<file path="src/rtl/stage_id_hazard_pkg.sv">
// Shared pipeline definitions: operand-mux select encodings and the
// destination-register shadow payload carried down EX and MEM.
package stage_id_hazard_pkg;

  localparam int unsigned REG_W = 5;
  localparam int unsigned SEL_W = 2;

  localparam logic [SEL_W-1:0] SEL_RF   = 2'd0;
  localparam logic [SEL_W-1:0] SEL_EALU = 2'd1;
  localparam logic [SEL_W-1:0] SEL_MALU = 2'd2;
  localparam logic [SEL_W-1:0] SEL_MMO  = 2'd3;

  typedef struct packed {
    logic             wreg;
    logic             m2reg;
    logic [REG_W-1:0] rn;
  } shadow_t;

  localparam shadow_t BUBBLE = '{wreg: 1'b0, m2reg: 1'b0, rn: '0};

  // r0 is hard-wired zero, so a write to it never becomes a forwarding source.
  function automatic shadow_t make_shadow(input logic wreg, input logic m2reg,
                                          input logic [REG_W-1:0] rn);
    shadow_t s;
    s.wreg  = wreg && (rn != '0);
    s.m2reg = m2reg;
    s.rn    = rn;
    return s;
  endfunction

endpackage

</file>
<file path="src/rtl/stage_id_hazard_fwd_pick.sv">
// Bypass decision for one ID source register against the EX and MEM shadows.
module fwd_pick
  import stage_id_hazard_pkg::*;
(
  input  logic [REG_W-1:0] src,
  input  logic             use_src,
  input  logic             ex_wreg,
  input  logic             ex_m2reg,
  input  logic [REG_W-1:0] ex_rn,
  input  logic             mem_wreg,
  input  logic             mem_m2reg,
  input  logic [REG_W-1:0] mem_rn,
  output logic [SEL_W-1:0] sel,
  output logic             hazard
);

  logic ex_hit;
  logic mem_hit;

  assign ex_hit  = ex_wreg  && (ex_rn  == src);
  assign mem_hit = mem_wreg && (mem_rn == src);

  // Youngest producer wins; a load still in EX cannot be bypassed yet.
  always_comb begin
    sel    = SEL_RF;
    hazard = 1'b0;
    if (!use_src || (src == '0)) begin
      sel = SEL_RF;
    end else if (ex_hit) begin
      if (ex_m2reg) hazard = 1'b1;
      else          sel    = SEL_EALU;
    end else if (mem_hit) begin
      sel = mem_m2reg ? SEL_MMO : SEL_MALU;
    end
  end

endmodule

</file>
<file path="src/rtl/stage_id_hazard.sv">
// Forwarding and load-use hazard control for the ID stage: tracks EX/MEM
// destination shadows and drives the operand-mux selects and stall.
module stage_id_hazard
  import stage_id_hazard_pkg::*;
#(
  parameter int unsigned CNT_W = 16
) (
  input  logic             clock,
  input  logic             reset_0,
  input  logic [REG_W-1:0] id_rs,
  input  logic [REG_W-1:0] id_rt,
  input  logic             id_use_rs,
  input  logic             id_use_rt,
  input  logic [REG_W-1:0] id_rn,
  input  logic             id_wreg,
  input  logic             id_m2reg,
  input  logic             id_flush,
  input  logic             hold,
  output logic [SEL_W-1:0] a_select,
  output logic [SEL_W-1:0] b_select,
  output logic             stall,
  output logic [CNT_W-1:0] stall_count
);

  localparam logic [CNT_W-1:0] CNT_MAX = '1;

  shadow_t ex_q;
  shadow_t mem_q;
  shadow_t ex_d;
  logic    hazard_a;
  logic    hazard_b;

  fwd_pick u_pick_rs (
    .src       (id_rs),
    .use_src   (id_use_rs),
    .ex_wreg   (ex_q.wreg),
    .ex_m2reg  (ex_q.m2reg),
    .ex_rn     (ex_q.rn),
    .mem_wreg  (mem_q.wreg),
    .mem_m2reg (mem_q.m2reg),
    .mem_rn    (mem_q.rn),
    .sel       (a_select),
    .hazard    (hazard_a)
  );

  fwd_pick u_pick_rt (
    .src       (id_rt),
    .use_src   (id_use_rt),
    .ex_wreg   (ex_q.wreg),
    .ex_m2reg  (ex_q.m2reg),
    .ex_rn     (ex_q.rn),
    .mem_wreg  (mem_q.wreg),
    .mem_m2reg (mem_q.m2reg),
    .mem_rn    (mem_q.rn),
    .sel       (b_select),
    .hazard    (hazard_b)
  );

  // A killed instruction or a frozen pipeline never costs a stall cycle.
  assign stall = (hazard_a || hazard_b) && !id_flush && !hold;

  always_comb begin
    ex_d = make_shadow(id_wreg, id_m2reg, id_rn);
    if (stall || id_flush) ex_d = BUBBLE;
  end

  always_ff @(posedge clock or negedge reset_0) begin
    if (!reset_0) begin
      ex_q        <= BUBBLE;
      mem_q       <= BUBBLE;
      stall_count <= '0;
    end else if (!hold) begin
      ex_q  <= ex_d;
      mem_q <= ex_q;
      if (stall && (stall_count != CNT_MAX)) stall_count <= stall_count + CNT_W'(1);
    end
  end

endmodule
</file>
<file path="config.mk">
export PLATFORM = sky130hd
export DESIGN_NAME = stage_id_hazard
export DESIGN_NICKNAME = d
export VERILOG_FILES = /design/src/rtl/stage_id_hazard_pkg.sv /design/src/rtl/stage_id_hazard_fwd_pick.sv /design/src/rtl/stage_id_hazard.sv
export SDC_FILE = /design/constraint.sdc
export NUM_CORES = 1
export LEC_CHECK = 0
export CAP_MARGIN = 20
export CORE_ASPECT_RATIO = 1.2
export CORE_MARGIN = 5
export CORE_UTILIZATION = 50
export CTS_CLUSTER_DIAMETER = 30
export CTS_CLUSTER_SIZE = 16
export DETAILED_ROUTE_END_ITERATION = 12
export PLACE_DENSITY_LB_ADDON = 0.1
export SYNTH_ARGS = -nofsm -noshare
export SYNTH_HDL_FRONTEND = slang
export SYNTH_SLANG_ARGS = --single-unit
</file>
<file path="constraint.sdc">
create_clock -name clock -period 8.3 [get_ports clock]
set_input_delay 2.49 -clock clock [delete_from_list [all_inputs] [get_ports clock]]
set_output_delay 2.49 -clock clock [all_outputs]
set_load 0.02 [all_outputs]
</file>
==> results.md, run 1 <==
- The run finished with clean final reports.
- The floorplan step defined a die boundary enclosing 0.004581 mm2.
- The startpoint identified for the worst hold timing path is stall_count[6].
- The vertical extent of the die is 73.15 um.
- Clock tree synthesis inserted a total of 5 buffers.
- The final setup TNS is 0 ps.
- The maximum root-to-sink buffer count is 2.
- The commonest non-fill, non-tap cell in the layout is clkdlybuf4s50_1.
- The global-route wire length before repair is 6672 um.
- The classification of the worst-slack hold path is reg -> reg.
- The worst hold path terminates at stall_count[6].
- In the layout the commonest cells are 43 x clkdlybuf4s50_1, 30 x dfrtp_1, 19 x xnor2_1.
- The headroom to the max-slew limit is 56.86%.
- Once the clock tree was built, the setup fixing pass inserted 0 buffers.
- Once detailed placement completed, the half-perimeter wirelength came to 3049 um.
- The most numerous cell type found on the critical path is clkdlybuf4s50_1.
- The maximum single-stage delay on the critical path is 600 ps.
- For this run, the top clock speed supported by timing is 135.5 MHz.
- The first routing iteration left 63 violations.
- The via count of the first global-routing pass is 1,413.
- The area of the core region is 0.003281 mm2.
- Counting I/O delays and the setup requirement, the final critical path takes 7383 ps.
- The worst setup path startpoint is id_rt[3].
- The post-layout instance count excluding filler cells is 236.
- Global routing consumed, over all layers together, 18.95% of the routing resources.
- The setup slack of the worst register-to-register path is 6080 ps.
- The number of top-level pins is 44.
- In the final routed layout, each cell accounts on average for 16.41 um.
- Summing the sequential cell areas from Yosys gives 45.18% of the chip area.
- In this run, post-CTS repair resized a total of 0 instances.
- Total power for the finished layout comes to 348.4 uW.
- For this design the static power due to leakage is 0.0008934 uW.
- The width of the die is 62.63 um.
- Counting every instance in the synthesized netlist gives 151.
- After clock tree synthesis, the clock-pin slew on the worst setup and hold paths is 60 ps.
- Counting the fill cells in the layout gives 278.
- The total setup violations reported at the end of the flow is 0.
- The worst-case reg-to-reg path depth is 6.
- After layout, the worst setup slack is 917.4 ps.
- Routability-driven placement finished with a final weighted congestion of 0.8667.
- The arrival time at the worst endpoint is 4890 ps.
- After global routing the overflow that remains totals 0.
- In this run the critical register-to-register path is launched from ex_q[3].
- For this run, the post-layout net count is 222.
- The largest vdd supply drop is 0.1597 mV.
- The routed via count divided by cell count is 5.555.
- Counting both buffers and inverters, the worst setup path holds a total of 2.
- The number of stages on the worst hold path is 1.
- The post-synthesis average cell area is 11.00 um2.
- STA classifies the critical path startpoint as an input pin.
- For this run, the number of Yosys warnings is 0.
- The critical path in this run is classified as in -> out.
- The power density over cell area is 156.2 mW/mm2.
- In this run the number of H-tree levels came out at 2.
- Of all nets on the critical path, the largest fanout is 17.
- The count of placed standard cells including taps is 228.
- The signal on the critical path passes through clkdlybuf4s50_1 -> xor2_1 -> nor4_2 -> nand3_2 -> o22ai_4 -> and3_1 -> clkdlybuf4s50_1.
- The number of endpoints with negative hold slack in the final report came to 0.
- The max-slew violation total from the final report is 0.
- The clock reaches the later pin of the worst-skew pair after 280 ps.
- The critical path endpoint category is a primary output.
- The final worst clock skew is 4.086 ps.
- Counting distinct cell types in the post-synthesis netlist gives 32.
- The share of the clock period used by the worst path after layout is 88.95%.
- The maximum number of pins on one net before global-route repair is 31.
- On the critical path the largest part of the delay comes from buffers and inverters.
- For this run, design rule violations remaining after detail routing come to 0.
- The number of routed nets with antenna violations is 0.
- The floorplan has 23 rows.
- The end of the worst register-to-register path is stall_count[1].
- TritonCTS built the clock tree.
- Clock tree synthesis found a total of 30 sinks.
- Among all stages on the critical path, the largest delay is contributed by clkdlybuf4s50_1.
- The synthesized net count is 175.
- After detailed routing, the total wire length is 3872 um.
- The count of state elements after synthesis is 30.
- For this configuration, the core starts out at a cell density of 50.65%.
- For the pin with the worst max-slew slack, the measured transition is 645.0 ps.
- The fraction of layout cells with a size suffix above 1 is 12.56%.
- The number of antenna violations at the first check in global routing is 0.
- The signed area change from the synthesized netlist to the final layout is 34.26%.
- The required time of the worst setup path is 5810 ps.
- Buffers placed on the I/O ports in this run total 43.
- The worst setup slack before clock tree synthesis is 895.4 ps.
- The cell sitting at the root of the clock tree is a clkbuf_8.
- Measured on the finished design, the core utilization comes to 68.00%.
- The synthesized netlist occupies a cell area of 0.001662 mm2.
- The total inserted antenna cells is 0.
- Max-cap violations in this run came to 0.
- The number of detailed-routing iterations run before antenna repair is 4.
- Setup repair after global routing left no endpoint under its margin.
- The post-cts hold buffer count is 0.
- The routed layout has 1,311 vias.
through the flow:
| stage | hold WS [ps] | cell area, um2 |
|---|---|---|
| floorplan | 479.8 | 1662 |
| global placement | 491.3 | 2122 |
| detailed placement | 487.4 | 2122 |
| CTS | 500.8 | 2231 |
| global route | 538.8 | 2231 |
| finish | 498.0 | 2231 |
power breakdown:
group / leakage (uW) / total, uW / switching, uW / internal [uW]
Sequential: 0.000406 / 162 / 8.79 / 153
Combinational: 0.000429 / 43.2 / 18.8 / 24.5
Clock: 0.0000579 / 144 / 55.4 / 88.2
Total: 0.000893 / 348 / 83.0 / 265
final cells by class:
cell class              count  area [um2]  share of cell area (%)
multi-input cells         115       879.6                   39.43
flip-flops and latches     30       750.7                   33.65
repair buffers             44       437.9                   19.63
clock buffers               5       68.82                   3.085
well taps                  37       46.29                   2.075
clock inverters             3       40.04                   1.795
inverters                   2       7.507                  0.3365
flip-flops by register name, indices dropped and copies added, names as in the netlist:
register and count:
ex_q 7, stall_count 16, mem_q 7
routing by layer:
layer / share of wire, % / track usage [%] / vias to the layer above
met5: 0 / 0 / -
met3: 5.1 / 6.626 / 11
li1: - / - / 639
met2: 56 / 35.25 / 37
met4: 2.4 / 8.962 / 0
met1: 37 / 18.71 / 624
cell families (layout without fill, tap and decap cells):
kind of cell    Yosys count  in the layout  synth area share (%)
compound gates           13             13                 8.208
fa+ha+maj                 1              1                0.7529
simple gates             58             58                 19.81
buf+inv                   6             54                 1.883
flops                    30             30                 45.18
xor+xnor                 33             33                 17.39
mux                      10             10                 6.777
synthesized netlist by cell type (all sizes together):
master	number	area [um2]
a21boi	1	18.77
a22o	6	52.55
a32o	1	10.01
and2	2	12.51
and3	1	6.260
and4	1	8.760
buf	2	16.26
clkbuf	2	7.510
dfrtp	30	750.7
ha	1	12.51
inv	2	7.510
mux2	10	112.6
nand2	11	41.29
nand2b	1	6.260
nand3	10	60.06
nand4	8	50.05
nand4b	3	26.28
nor2	6	22.52
nor3	10	55.05
nor4	2	18.77
o21ai	2	17.52
o22a	2	17.52
o22ai	1	20.02
or2	1	6.260
or4	2	15.01
xnor2	19	166.4
xor2	14	122.6
how the worst max path moves through the flow:
stage,end,slack [ps],cells after the start
floorplan,stall,2020,6
global placement,stall,920,7
detailed placement,stall,900,7
CTS,stall,900,7
global route,stall,750,7
finish,stall,920,7
Power figures use the tool's default switching activity.
==> inputs of run 2 (changes only) <==
==> constraint.sdc (replaced) <==
create_clock -name clock -period 9.4 [get_ports clock]
set_input_delay 2.82 -clock clock [delete_from_list [all_inputs] [get_ports clock]]
set_output_delay 2.82 -clock clock [all_outputs]
set_load 0.02 [all_outputs]
==> results of run 2 <==
Same layout as run 1 (identical final DEF). Status: finished clean.
Main changes from that run: setup slack after placement 895.4 ps -> 1335 ps; setup slack after layout 917.4 ps -> 1357 ps; register-to-register setup slack 6080 ps -> 7180 ps; total power 348.4 uW -> 307.7 uW; worst IR drop on VDD 0.1597 mV -> 0.1410 mV
==> inputs of run 3 (changes only) <==
--- a/config.mk
+++ b/config.mk
@@ -7,7 +7,7 @@
 export LEC_CHECK = 0
 export CAP_MARGIN = 20
 export CORE_ASPECT_RATIO = 1.2
-export CORE_MARGIN = 5
+export CORE_MARGIN = 8
 export CORE_UTILIZATION = 50
 export CTS_CLUSTER_DIAMETER = 30
 export CTS_CLUSTER_SIZE = 16
==> results.md, run 3 (same netlist as run 1, synthesis figures left out) <==
- The worst setup path startpoint is id_rt[2].
- The number of routed nets with antenna violations is 0 (unchanged).
- The clock insertion delay at the later pin of the skew report is 290 ps (about the same).
- The number of top-level pins was 44 (unchanged).
- The maximum root-to-sink buffer count was 2 (unchanged).
- The routed length per placed instance came to 17.81 um (+8.5%).
- The number of stages on the worst hold path is 1 (unchanged).
- The routability congestion estimate is 0.9883 (+14%).
- The via count of the first global-routing pass is 1,460 (+3.3%).
- The total setup violations reported at the end of the flow is 0 (unchanged).
- The static leakage is 0.0008837 uW (-1.1%).
- The headroom to the max-slew limit was 59.49% (+2.6 points).
- In this run the power density over the cells is 130.9 mW/mm2.
- The register with the most flip-flops in the final layout is stall_count.
- In the final layout, the registers with the most flip-flops are stall_count x16, ex_q x7, mem_q x7.
- The commonest non-fill, non-tap cell in the layout is clkdlybuf4s50_1.
- The area of the core region came to 0.003252 mm2 (-0.88%).
- The violation count after the first detailed-route iteration is 38 (-40%).
- The number of cell rows was 23 (unchanged).
- The largest vdd supply drop is 0.1210 mV.
- The flow ran to the end, and the final reports show no timing, DRC or antenna violations.
- The total inserted antenna cells is 0 (unchanged).
- The final setup TNS is 0 ps (unchanged).
- The maximum number of pins on one net before global-route repair came to 31 (unchanged).
- The width of the die is 68.63 um (+9.6%).
- The worst reg2reg path startpoint is ex_q[2].
- The net count of the finished layout is 222 (unchanged).
- The tree is rooted in a clkbuf_8.
- Across all register-to-register paths, the minimum setup slack is 7190 ps.
- The total of max-cap violations is 0 (unchanged).
- TritonCTS built the clock tree.
- Setup repair after global routing left no endpoint under its margin.
- The total congestion overflow is 0 (unchanged).
- The starting density of the core is 51.10% (+0.45 points).
- The fraction of layout cells with a size suffix above 1 came to 12.06% (-0.50 points).
- The number of clock sinks came to 30 (unchanged).
- The buffers inserted during post-CTS setup optimization was 0 (unchanged).
- The critical path endpoint category is a primary output.
- The worst-case reg-to-reg path depth is 6 (unchanged).
- Data on the critical path is required at its endpoint by 6580 ps.
- The library cells used most frequently in the layout, excluding fill and tap cells, are 43 x clkdlybuf4s50_1, 30 x dfrtp_1, 19 x xnor2_1.
- The worst hold path terminates at stall_count[6].
- The number of antenna violations at the first check in global routing was 0 (unchanged).
- The routed via count divided by cell count is 5.631 (+1.4%).
- The number of flip-flops under the largest register name was 16 (unchanged).
- The vertical extent of the die is 79.15 um (+8.2%).
- The post-route DRC violation count is 0 (unchanged).
- The largest fanout on the critical path is 17 (unchanged).
- The end of the worst register-to-register path is stall_count[14].
- The clock transition at the registers of the reported paths is 60 ps (about the same).
- The post-route worst hold slack is 501.8 ps (+3.852 ps).
- The count of buffers inserted at the top-level ports is 43 (unchanged).
- STA puts the critical path data arrival time at 5300 ps.
- The detailed placer's ending HPWL was 3222 um (+5.7%).
- The startpoint-to-endpoint class of the critical path is in -> out.
- Based on the critical path, the design can be clocked at up to 123.1 MHz.
- The overall routed net length is 4203 um (+8.5%).
- The max-slew violation total from the final report was 0 (unchanged).
- The classification of the worst-slack hold path is reg -> reg.
- In the finished design, the share of the clock period the worst path needs comes to 86.39%.
- The number of instances resized during post-cts repair is 0 (unchanged).
- The post-cts hold buffer count is 0 (unchanged).
- The deepest level of the CTS H-tree is 2 (unchanged).
- The number of detailed-routing iterations run before antenna repair is 4 (unchanged).
- The number of endpoints with negative hold slack in the final report came to 0 (unchanged).
- The transition at the pin with the smallest max-transition slack is 605.7 ps (-39.30 ps).
- The number of buffers created by CTS is 5 (unchanged).
- The nature of the critical path startpoint is an input pin.
- The time the worst path needs with I/O delays and setup is 8120 ps.
- The number of vias after detailed routing is 1,329 (+1.4%).
- The total routing usage reported by global routing is 17.12% (-1.8 points).
- The area growth from synthesis to layout is 33.21%.
- The hold path startpoint is stall_count[6].
- The die footprint is 0.005432 mm2 (+19%).
- The global-route wire length before repair is 7134 um (+6.9%).
- The final worst clock skew is 3.303 ps (-0.7830 ps).
-- run 3: cell count changes in the layout (fill, tap and decap cells not counted), sizes merged --
cell and change:
clkbuf +2, bufinv -1, clkinv -1
-- run 3: critical path: stages --
cell	delay, ps
clkdlybuf4s50_1	480
xor2_1	210
nor4_2	320
nand3_2	180
o22ai_4	430
and3_1	250
clkdlybuf4s50_1	610
-- run 3: worst max-delay path by stage --
stage                        to  slack, ps  depth (start not counted)
after floorplan           stall       2460                          6
after global placement    stall       1420                          7
after detailed placement  stall       1310                          7
after CTS                 stall       1320                          7
after global routing      stall       1140                          7
final                     stall       1280                          7
-- run 3: report_power, final --
part           internal [uW]  total (uW)  switching (uW)
Combinational           21.6        38.9            17.3
Clock                   59.0         108            49.1
Sequential               135         143            7.99
-- run 3: area by class of cell --
| class | count | area, um2 |
|---|---|---|
| Inverter | 2 | 7.507 |
| Tap cell | 37 | 46.29 |
| Multi-Input combinational cell | 115 | 879.6 |
| Sequential cell | 30 | 750.7 |
| Timing Repair Buffer | 44 | 437.9 |
| Clock buffer | 7 | 86.33 |
| Clock inverter | 1 | 5.005 |
| Fill cell | 271 | 1039 |
-- run 3: per-layer routing --
layer | vias up | global-route usage [%] | part of all wire [%]
li1 | 633 | - | -
met2 | 35 | 30.38 | 54
met1 | 655 | 17.66 | 39
met3 | 6 | 5.204 | 5.9
met4 | 0 | 7.392 | 1.6
met5 | - | 0 | 0
-- run 3: metrics by stage --
step                      instances  area [um2]  total power [uW]  utilization [%]  setup slack [ps]
final                           236        2213             289.8            68.06              1280
after global routing            236        2213             302.7            68.06              1142
after CTS                       236        2213             293.3            68.06              1316
after detailed placement        228        2122             184.1            65.26              1311
after global placement          228        2122             182.5            65.26              1418
after floorplan                 151        1662             163.5                -              2461
